<file path="config.mk">
export PLATFORM = sky130hd
export DESIGN_NAME = sample_capture_reader
export DESIGN_NICKNAME = d
export VERILOG_FILES = /design/src/rtl/sample_capture_reader_pkg.sv /design/src/rtl/sample_capture_reader_fifo.sv /design/src/rtl/sample_capture_reader.sv
export SDC_FILE = /design/constraint.sdc
export NUM_CORES = 1
export LEC_CHECK = 0
export CORE_ASPECT_RATIO = 2
export CORE_MARGIN = 5
export CORE_UTILIZATION = 30
export CTS_BUF_LIST = sky130_fd_sc_hd__clkbuf_16
export CTS_CLUSTER_DIAMETER = 50
export DETAILED_ROUTE_END_ITERATION = 10
export GPL_ROUTABILITY_DRIVEN = 0
export GPL_TIMING_DRIVEN = 0
export PLACE_DENSITY = 0.55
export SLEW_MARGIN = 30
export SYNTH_ARGS = -nofsm -noshare
export SYNTH_HDL_FRONTEND = slang
export SYNTH_SLANG_ARGS = --single-unit
</file>
<file path="constraint.sdc">
create_clock -name Clk -period 4.4 [get_ports Clk]
set_input_delay 0.88 -clock Clk [delete_from_list [all_inputs] [get_ports Clk]]
set_output_delay 0.88 -clock Clk [all_outputs]
set_load 0.01 [all_outputs]
</file>
<file path="src/rtl/sample_capture_reader_pkg.sv">
// Shared constants for the sample capture reader: register map, bit positions
// and default geometry.
package sample_capture_reader_pkg;

    localparam int unsigned DEFAULT_FIFO_DEPTH = 32;
    localparam int unsigned DEFAULT_SAMPLE_W   = 10;
    localparam int unsigned DECIM_W            = 16;

    typedef enum logic [1:0] {
        REG_CTRL   = 2'd0,
        REG_DECIM  = 2'd1,
        REG_STATUS = 2'd2,
        REG_DATA   = 2'd3
    } reg_addr_e;

    localparam int unsigned CTRL_EN_BIT     = 0;
    localparam int unsigned CTRL_CLR_BIT    = 1;
    localparam int unsigned CTRL_IRQ_EN_BIT = 2;

    localparam int unsigned STAT_COUNT_LSB  = 0;
    localparam int unsigned STAT_COUNT_W    = 6;
    localparam int unsigned STAT_EMPTY_BIT  = 8;
    localparam int unsigned STAT_FULL_BIT   = 9;
    localparam int unsigned STAT_OVF_BIT    = 10;

    localparam int unsigned DATA_VALID_BIT  = 31;

endpackage

</file>
<file path="src/rtl/sample_capture_reader_fifo.sv">
// Sample FIFO: power-of-two storage with wrapping pointers, occupancy count,
// synchronous clear, and push accepted when full only alongside a pop.
module sample_fifo
    import sample_capture_reader_pkg::*;
#(
    parameter int unsigned DEPTH = DEFAULT_FIFO_DEPTH,
    parameter int unsigned W     = DEFAULT_SAMPLE_W
) (
    input  logic                         clk,
    input  logic                         rst,
    input  logic                         clear,
    input  logic                         push,
    input  logic                         pop,
    input  logic [W-1:0]                 din,
    output logic [W-1:0]                 dout,
    output logic                         full,
    output logic                         empty,
    output logic [$clog2(DEPTH+1)-1:0]   count
);
    localparam int unsigned AW = $clog2(DEPTH);
    localparam int unsigned CW = $clog2(DEPTH + 1);

    logic [W-1:0]  mem [DEPTH];
    logic [AW-1:0] wr_ptr;
    logic [AW-1:0] rd_ptr;
    logic          do_push;
    logic          do_pop;

    assign empty   = (count == '0);
    assign full    = (count == CW'(DEPTH));
    assign do_pop  = pop && !empty;
    assign do_push = push && (!full || do_pop);
    assign dout    = mem[rd_ptr];

    always_ff @(posedge clk) begin
        if (do_push && !rst && !clear) begin
            mem[wr_ptr] <= din;
        end
    end

    always_ff @(posedge clk) begin
        if (rst || clear) begin
            wr_ptr <= '0;
            rd_ptr <= '0;
            count  <= '0;
        end else begin
            if (do_push) wr_ptr <= wr_ptr + 1'b1;
            if (do_pop)  rd_ptr <= rd_ptr + 1'b1;
            case ({do_push, do_pop})
                2'b10:   count <= count + 1'b1;
                2'b01:   count <= count - 1'b1;
                default: count <= count;
            endcase
        end
    end

endmodule

</file>
<file path="src/rtl/sample_capture_reader.sv">
// Bus-slave capture block: decimates the sine sample stream into a FIFO that
// software drains through a small register map, with a half-full interrupt.
module sample_capture_reader
    import sample_capture_reader_pkg::*;
#(
    parameter int unsigned FIFO_DEPTH = DEFAULT_FIFO_DEPTH,
    parameter int unsigned SAMPLE_W   = DEFAULT_SAMPLE_W
) (
    input  logic                Clk,
    input  logic                Reset,
    input  logic                ChipSelect,
    input  logic                Write,
    input  logic                Read,
    input  logic [1:0]          Address,
    input  logic [31:0]         WriteData,
    output logic [31:0]         ReadData,
    input  logic [SAMPLE_W-1:0] iData_sin,
    output logic                oIrq
);
    localparam int unsigned CW = $clog2(FIFO_DEPTH + 1);

    reg_addr_e            addr;
    logic                 wr_en;
    logic                 rd_en;
    logic                 ctrl_en;
    logic                 ctrl_irq_en;
    logic                 clr_pending;
    logic [DECIM_W-1:0]   decim_n;
    logic [DECIM_W-1:0]   decim_cnt;
    logic                 overflow;
    logic                 push;
    logic                 data_rd;
    logic                 pop_valid;
    logic                 ovf_set;
    logic [SAMPLE_W-1:0]  fifo_dout;
    logic                 fifo_full;
    logic                 fifo_empty;
    logic [CW-1:0]        fifo_count;
    logic [31:0]          rd_mux;
    logic                 unused_wdata;

    assign addr      = reg_addr_e'(Address);
    assign wr_en     = ChipSelect && Write;
    assign rd_en     = ChipSelect && Read;
    assign push      = ctrl_en && (decim_cnt == decim_n);
    assign data_rd   = rd_en && (addr == REG_DATA);
    // A pending clear overrides both ends of the FIFO in its cycle.
    assign pop_valid = data_rd && !fifo_empty && !clr_pending;
    assign ovf_set   = push && fifo_full && !pop_valid && !clr_pending;
    assign unused_wdata = ^WriteData[31:DECIM_W];

    sample_fifo #(
        .DEPTH (FIFO_DEPTH),
        .W     (SAMPLE_W)
    ) u_fifo (
        .clk   (Clk),
        .rst   (Reset),
        .clear (clr_pending),
        .push  (push),
        .pop   (data_rd && !clr_pending),
        .din   (iData_sin),
        .dout  (fifo_dout),
        .full  (fifo_full),
        .empty (fifo_empty),
        .count (fifo_count)
    );

    always_comb begin
        rd_mux = '0;
        case (addr)
            REG_CTRL: begin
                rd_mux[CTRL_EN_BIT]     = ctrl_en;
                rd_mux[CTRL_IRQ_EN_BIT] = ctrl_irq_en;
            end
            REG_DECIM: rd_mux[DECIM_W-1:0] = decim_n;
            REG_STATUS: begin
                rd_mux[STAT_COUNT_LSB +: STAT_COUNT_W] = STAT_COUNT_W'(fifo_count);
                rd_mux[STAT_EMPTY_BIT] = fifo_empty;
                rd_mux[STAT_FULL_BIT]  = fifo_full;
                rd_mux[STAT_OVF_BIT]   = overflow;
            end
            REG_DATA: begin
                if (pop_valid) begin
                    rd_mux[SAMPLE_W-1:0]    = fifo_dout;
                    rd_mux[DATA_VALID_BIT]  = 1'b1;
                end
            end
            default: rd_mux = '0;
        endcase
    end

    always_ff @(posedge Clk) begin
        if (Reset) begin
            ctrl_en     <= 1'b0;
            ctrl_irq_en <= 1'b0;
            clr_pending <= 1'b0;
            decim_n     <= '0;
            decim_cnt   <= '0;
            overflow    <= 1'b0;
            ReadData    <= '0;
            oIrq        <= 1'b0;
        end else begin
            if (wr_en && addr == REG_CTRL) begin
                ctrl_en     <= WriteData[CTRL_EN_BIT];
                ctrl_irq_en <= WriteData[CTRL_IRQ_EN_BIT];
                clr_pending <= WriteData[CTRL_CLR_BIT];
            end else begin
                clr_pending <= 1'b0;
            end

            if (wr_en && addr == REG_DECIM) begin
                decim_n <= WriteData[DECIM_W-1:0];
            end

            if (clr_pending || (wr_en && addr == REG_DECIM) || !ctrl_en || push) begin
                decim_cnt <= '0;
            end else begin
                decim_cnt <= decim_cnt + 1'b1;
            end

            if (ovf_set) begin
                overflow <= 1'b1;
            end else if (wr_en && addr == REG_STATUS && WriteData[STAT_OVF_BIT]) begin
                overflow <= 1'b0;
            end

            if (rd_en) begin
                ReadData <= rd_mux;
            end

            oIrq <= ctrl_irq_en && (fifo_count >= CW'(FIFO_DEPTH / 2));
        end
    end

endmodule

</file>
==> results.py, run 1 <==
metrics = {
    "pwr": {
        "swShare_pct": 20.40,
        "ir_drop_uv": 387.5,
        "switching_power_uw": 1484,
        "power_frac_comb_pct": 2.3,
        "p_leak_uw": 0.005700,
        "p_int_uw": 5794,
        "powerDensity_nw_per_um2": 392.9,
        "power_uw": 7278,
        "power_frac_clock_pct": 42.1,
        "pwr-share-seq_pct": 55.5,
    },
    "cts": {
        "h-tree-depth": 2,
        "clockBufferDepth": 3,
        "cts_root_buffer": "clkbuf_16",
        "cts_tree": "done",
        "cts.sinks": 395,
        "holdBufCountCts": 0,
        "clk_latency_ps": 540,
        "cts_resized": 0,
        "post_cts_buffers": 0,
        "clk_pin_slew_ps": 70,
        "cts_buffers": 34,
    },
    "sta": {
        "rsz0062_at_grt": "no",
        "fmax_mhz": 271.6,
        "min_period_over_period_pct": 83.67,
        "finalMaxSlewViolations": 0,
        "finalSetupTns_ps": 0,
        "timing.slew.headroom_pct": 37.00,
        "finalSetupViolCount": 0,
        "worst_slew_pin_slew_ps": 945.0,
        "clock_skew_ps": 13.80,
        "layout_min_cycle_time_ps": 3682,
        "setup_ws_ps": 718.5,
        "timing_hold_violations_final": 0,
    },
    "floorplan": {
        "fp-row-count": 119,
        "io_pins": 82,
        "die_area_um2": 57790,
        "coreArea_um2": 52560,
        "initial_utilization_pct": 30.14,
        "fp.dieH_um": 335,
        "die_w_um": 172.5,
    },
    "placement": {
        "portBuffers": 50,
        "place_area_um2": 17430,
        "pre_cts_ws_ps": 181.3,
        "place_inst": 1675,
        "hpwl_um": 30340,
    },
    "final_layout": {
        "drive_gt1_share_pct": 22.20,
        "area_growth_pct": 16.92,
        "mostFrequentLayoutCell": "edfxtp_1",
        "final_cell_mix": "320 x edfxtp_1, 95 x mux4_2, 75 x dfxtp_1, 65 x nand2_1, 41 x nor2_1",
        "num-fill-cells": 4930,
        "final_area_um2": 18530,
        "insertedDiodeCount": 0,
        "final_nets": 1110,
        "final_cells": 1737,
    },
    "detailed_routing": {
        "via_count": 8565,
        "wl_per_cell_um": 24.41,
        "wl_um": 42400,
        "drc_errors": 0,
        "first_iter_violations": 432,
        "dr.pass1.iters": 5,
        "drtAntennaViolNets": 0,
        "avgViaCountPerCell": 4.931,
    },
    "logic_synthesis": {
        "synth_area_leaders": "edfxtp_1 61%, mux4_2 14%, dfxtp_1 9.5%, nor2_1 1.7%, xnor2_1 1.6%",
        "synth-main-ff-cell": "edfxtp_1",
        "synth_edf_count": 320,
        "async_flop_share_pct": 0,
        "avgSynthCellArea_um2": 16.96,
        "synthCells": 934,
        "synth.distinct_cells": 49,
        "netlist_area_um2": 15840,
        "ys_ff_latch": 395,
        "yosysWarningCount": 0,
        "synth_top_cell_area_share_pct": 60.65,
        "ys_seq_area_share_pct": 70.13,
        "yosysTopAreaCell": "edfxtp_1",
    },
    "setup_path": {
        "crit_slowest_cell": "or4_1",
        "startpoint_type": "register",
        "crit_type": "reg -> reg",
        "slowest_delay_ps": 640,
        "cp-end-kind": "register",
        "crit_arrival_ps": 4150,
        "critPathRequiredTime_ps": 4870,
        "reg2reg_setup_slack_ps": 720,
        "cp_cell_sequence": "xnor2_1 -> nand4_1 -> or4_1 -> o21ai_2 -> inv_1 -> ha_1 -> a21o_1 -> a21oi_1 -> o21bai_1 -> a21oi_1 -> mux2i_1 -> mux2i_1",
        "path_max_fanout": 10,
    },
    "global_routing": {
        "overflow": 0,
        "first_global_vias": 9168,
        "grt_max_degree": 33,
        "grt_pass1_wl_um": 61670,
        "gr-usage-all-layers_pct": 14.48,
        "antenna_found_initial": 1,
    },
    "outcome": {
        "status": "complete, no violations",
    },
    "worst_hold_path": {
        "min_path_type": "reg -> reg",
    },
    "job": {
        "cap_violations": 0,
    },
}
-- logic make-up after synthesis --
| kind of cell | after synthesis | share of synthesized area (%) |
|---|---|---|
| AO/OA/AOI/OAI | 83 | 3.261 |
| XOR/XNOR | 39 | 2.156 |
| AND/OR/NAND/NOR | 218 | 6.420 |
| multiplexers | 112 | 14.59 |
| buffers and inverters | 71 | 2.195 |
| flip-flops | 395 | 70.13 |
| other | 1 | 0.02367 |
| adder cells (fa/ha/maj) | 15 | 1.232 |
-- layer usage --
metal / wire length (um) / vias to the layer above / global-route usage (%)
met1: 13430 / 4365 / 13.55
li1: - / 3825 / -
met3: 1612 / 107 / 2.053
met4: 2331 / 0 / 7.339
met5: 0 / - / 0
met2: 25020 / 268 / 29.61
-- layout make-up --
| type | count | area (um^2) | share of cell area [%] |
|---|---|---|---|
| clock buffer | 37 | 925.9 | 4.998 |
| buffer | 59 | 306.5 | 1.655 |
| sequential | 395 | 11110 | 59.98 |
| clock inverter | 25 | 198.9 | 1.074 |
| timing repair buffer | 62 | 585.6 | 3.161 |
| tap | 665 | 832.0 | 4.491 |
| inverter | 12 | 45.04 | 0.2431 |
| multi-input combinational | 482 | 4521 | 24.40 |
-- power by group through the flow --
| stage | combinational, uW | clock (uW) | sequential [uW] |
|---|---|---|---|
| after floorplan | 71.5 | 0 | 4120 |
| after global placement | 170 | 0 | 4130 |
| after detailed placement | 173 | 0 | 4130 |
| after CTS | 174 | 3150 | 4040 |
| after global routing | 186 | 3270 | 4040 |
| final | 170 | 3070 | 4040 |
-- per-stage QoR --
step,utilization [%],hold slack [ps]
after floorplan,-,452.5
after global placement,32.78,441.3
after detailed placement,33.16,444.9
after CTS,35.30,452.2
after global routing,35.25,474.4
final,35.25,450.8
-- path summary, 6_finish.rpt --
check / startpoint / end / cells past startpoint
max: decim_n[11]$_SDFFE_PP0P_ / u_fifo.count[5]$_SDFFE_PP0P_ / 12
min: ReadData[12]$_SDFFE_PP0N_ / ReadData[12]$_SDFFE_PP0N_ / 2
max reg2reg: decim_n[11]$_SDFFE_PP0P_ / u_fifo.count[5]$_SDFFE_PP0P_ / 12
min reg2reg: ReadData[12]$_SDFFE_PP0N_ / ReadData[12]$_SDFFE_PP0N_ / 2
-- cell usage after synthesis, drive strengths merged (3+ instances only) --
library cell	number
a211oi	5
a21oi	38
a221oi	3
a22o	4
a22oi	4
a31oi	4
and2	5
and3	10
buf	33
clkbuf	26
dfxtp	75
edfxtp	320
ha	14
inv	12
mux2i	16
mux4	95
nand2	65
nand3	28
nand4	9
nor2	72
nor2b	4
nor3	9
nor3b	3
o21a	4
o21ai	8
o22ai	4
or4	3
xnor2	29
xor2	10
-- registers in the layout, indices dropped and copies added, names as in the netlist, named ones only --
signal         cells
ReadData          17
clr_pending        1
ctrl_en            1
ctrl_irq_en        1
decim_cnt         16
decim_n           16
oIrq               1
overflow           1
u_fifo.count       6
u_fifo.mem       320
u_fifo.rd_ptr      5
u_fifo.wr_ptr      5
-- critical path: cells and delay by family, from the launching register on --
family / cells / cell delay, ps
buffers and inverters: 1 / 240
xor gates and xnor gates: 1 / 350
adders and majority gates: 1 / 330
AOI/OAI and AO/OA: 5 / 1080
and+or+nand+nor: 2 / 800
muxes: 2 / 470
DFF: 1 / 340
(Power assumes the default switching activity.)
==> run 2, diff against run 1 <==
Settings changed: PLACE_DENSITY 0.55 to 0.56.
Clock period 4.4 ns to 3.05 ns, I/O delays scaled along.
==> results.py, run 2 (synthesis gave the netlist of run 1 again) <==
metrics = {
    "final_layout": {
        "final_cell_mix": "320 x edfxtp_1, 95 x mux4_2, 65 x nand2_1, 65 x buf_4, 63 x dfxtp_1",
        "reg_top3": "u_fifo.mem (320), ReadData (17)",
        "regMostFlops": "u_fifo.mem",
        "insertedDiodeCount": 0,
        "area_growth_pct": 22.12,
        "final_nets": 1165,
        "largest_reg_flops": 320,
        "num-fill-cells": 4849,
        "drive_gt1_share_pct": 28.86,
        "mostFrequentLayoutCell": "edfxtp_1",
    },
    "cts": {
        "holdBufCountCts": 0,
        "cts.sinks": 395,
        "clockBufferDepth": 3,
        "h-tree-depth": 2,
        "clk_latency_ps": 550,
        "cts_root_buffer": "clkbuf_16",
        "cts_buffers": 35,
        "clk_pin_slew_ps": 70,
        "cts_tree": "done",
    },
    "detailed_routing": {
        "first_iter_violations": 494,
        "wl_per_cell_um": 24.13,
        "dr.pass1.iters": 5,
        "via_count": 8906,
        "wl_um": 43220,
        "drc_errors": 0,
        "drtAntennaViolNets": 0,
        "avgViaCountPerCell": 4.973,
    },
    "placement": {
        "hpwl_um": 30150,
        "portBuffers": 50,
    },
    "global_routing": {
        "first_global_vias": 9577,
        "antenna_found_initial": 1,
        "overflow": 0,
        "grt_max_degree": 33,
        "grt_pass1_wl_um": 63140,
        "gr-usage-all-layers_pct": 14.67,
    },
    "sta": {
        "finalSetupViolCount": 2,
        "timing_hold_violations_final": 0,
        "clock_skew_ps": 35.24,
        "min_period_over_period_pct": 100.0,
        "worst_slew_pin_slew_ps": 1007,
        "timing.slew.headroom_pct": 32.85,
        "setup_ws_ps": -0.8589,
        "layout_min_cycle_time_ps": 3051,
        "finalMaxSlewViolations": 0,
        "rsz0062_at_grt": "yes",
        "holdWs_ps": 452.1,
        "finalSetupTns_ps": -1.715,
        "fmax_mhz": 327.8,
    },
    "pwr": {
        "p_leak_uw": 0.006044,
        "powerDensity_nw_per_um2": 544.4,
        "ir_drop_uv": 559.6,
    },
    "job": {
        "cap_violations": 0,
    },
    "outcome": {
        "violations": "setup timing",
        "status": "complete, but fails checks",
    },
    "floorplan": {
        "die_w_um": 172.5,
        "fp.dieH_um": 335,
        "coreArea_um2": 52560,
        "die_area_um2": 57790,
        "initial_utilization_pct": 30.14,
        "io_pins": 82,
        "fp-row-count": 119,
    },
    "setup_path": {
        "startpoint_type": "register",
        "crit_type": "reg -> reg",
        "cp-end-kind": "register",
        "cp_top_family": "simple AND/OR/NAND/NOR gates",
        "crit_arrival_ps": 3290,
        "critPathRequiredTime_ps": 3290,
        "slowest_delay_ps": 610,
        "path_buf_inv": 3,
        "crit_slowest_cell": "or4_4",
        "path_common_cell": "buf_4",
        "cp_cell_sequence": "xnor2_1 -> nand4_1 -> or4_4 -> buf_4 -> nor3b_4 -> buf_4 -> nand3_2 -> nor2_4 -> buf_6",
        "path_max_fanout": 8,
    },
    "worst_hold_path": {
        "min_path_type": "reg -> reg",
    },
}
[run 2: through the flow]
step,std cells,instance area [um^2],power [uW],util (%),setup slack [ps]
after global placement,1663,17230,6197,32.78,-1720
after global routing,1791,19350,10870,36.81,-134.0
after CTS,1780,19240,10640,36.60,-243.5
after detailed placement,1673,17410,6200,33.12,-927.4
final,1791,19350,10530,36.81,-0.8589
after floorplan,948,15900,6052,-,27.24
[run 2: worst reg2reg max path: cells and delay by family, from the launching register on]
| family | cells | cell delay, ps |
|---|---|---|
| xor+xnor | 1 | 130 |
| simple gates | 5 | 1730 |
| buf+inv | 3 | 530 |
| flops | 1 | 390 |
[run 2: path summary, 6_finish.rpt]
path | to | startpoint | slack, ps | depth (start not counted)
worst max register to register | u_fifo.mem[18][1]$_DFFE_PP_ | decim_n[6]$_SDFFE_PP0P_ | -0.9 | 9
worst min-delay path | ReadData[11]$_SDFFE_PP0N_ | ReadData[11]$_SDFFE_PP0N_ | 450 | 2
worst min register to register | ReadData[11]$_SDFFE_PP0N_ | ReadData[11]$_SDFFE_PP0N_ | 450 | 2
worst max-delay path | u_fifo.mem[18][1]$_DFFE_PP_ | decim_n[6]$_SDFFE_PP0P_ | -0.9 | 9
[run 2: layout make-up]
type / instances / area (um^2) / area share (%)
Buffer: 58 / 311.5 / 1.610
Clock buffer: 36 / 900.9 / 4.656
Clock inverter: 26 / 237.7 / 1.229
Inverter: 12 / 47.55 / 0.2457
Multi-Input combinational cell: 482 / 4752 / 24.56
Sequential cell: 395 / 11130 / 57.50
Tap cell: 665 / 832.0 / 4.300
Timing Repair Buffer: 117 / 1141 / 5.898
[run 2: routing by layer]
| metal | global-route usage [%] | part of all wire, % | vias up |
|---|---|---|---|
| li1 | - | - | 3949 |
| met2 | 29.35 | 57 | 278 |
| met3 | 2.064 | 3.3 | 112 |
| met5 | 0 | 0 | - |
| met1 | 13.75 | 32 | 4567 |
| met4 | 8.773 | 6.8 | 0 |
[run 2: where the power goes]
group          internal (uW)  switching, uW
Sequential              5820           10.7
Clock                   2440           2010
Combinational           93.1            167
Total                   8350           2180
[run 2: repair_timing]
item,4_1_cts,5_1_grt
endpoints found under the setup margin,319,42
pin swaps,29,15
setup buffers,45,12
gates resized for setup,46,20
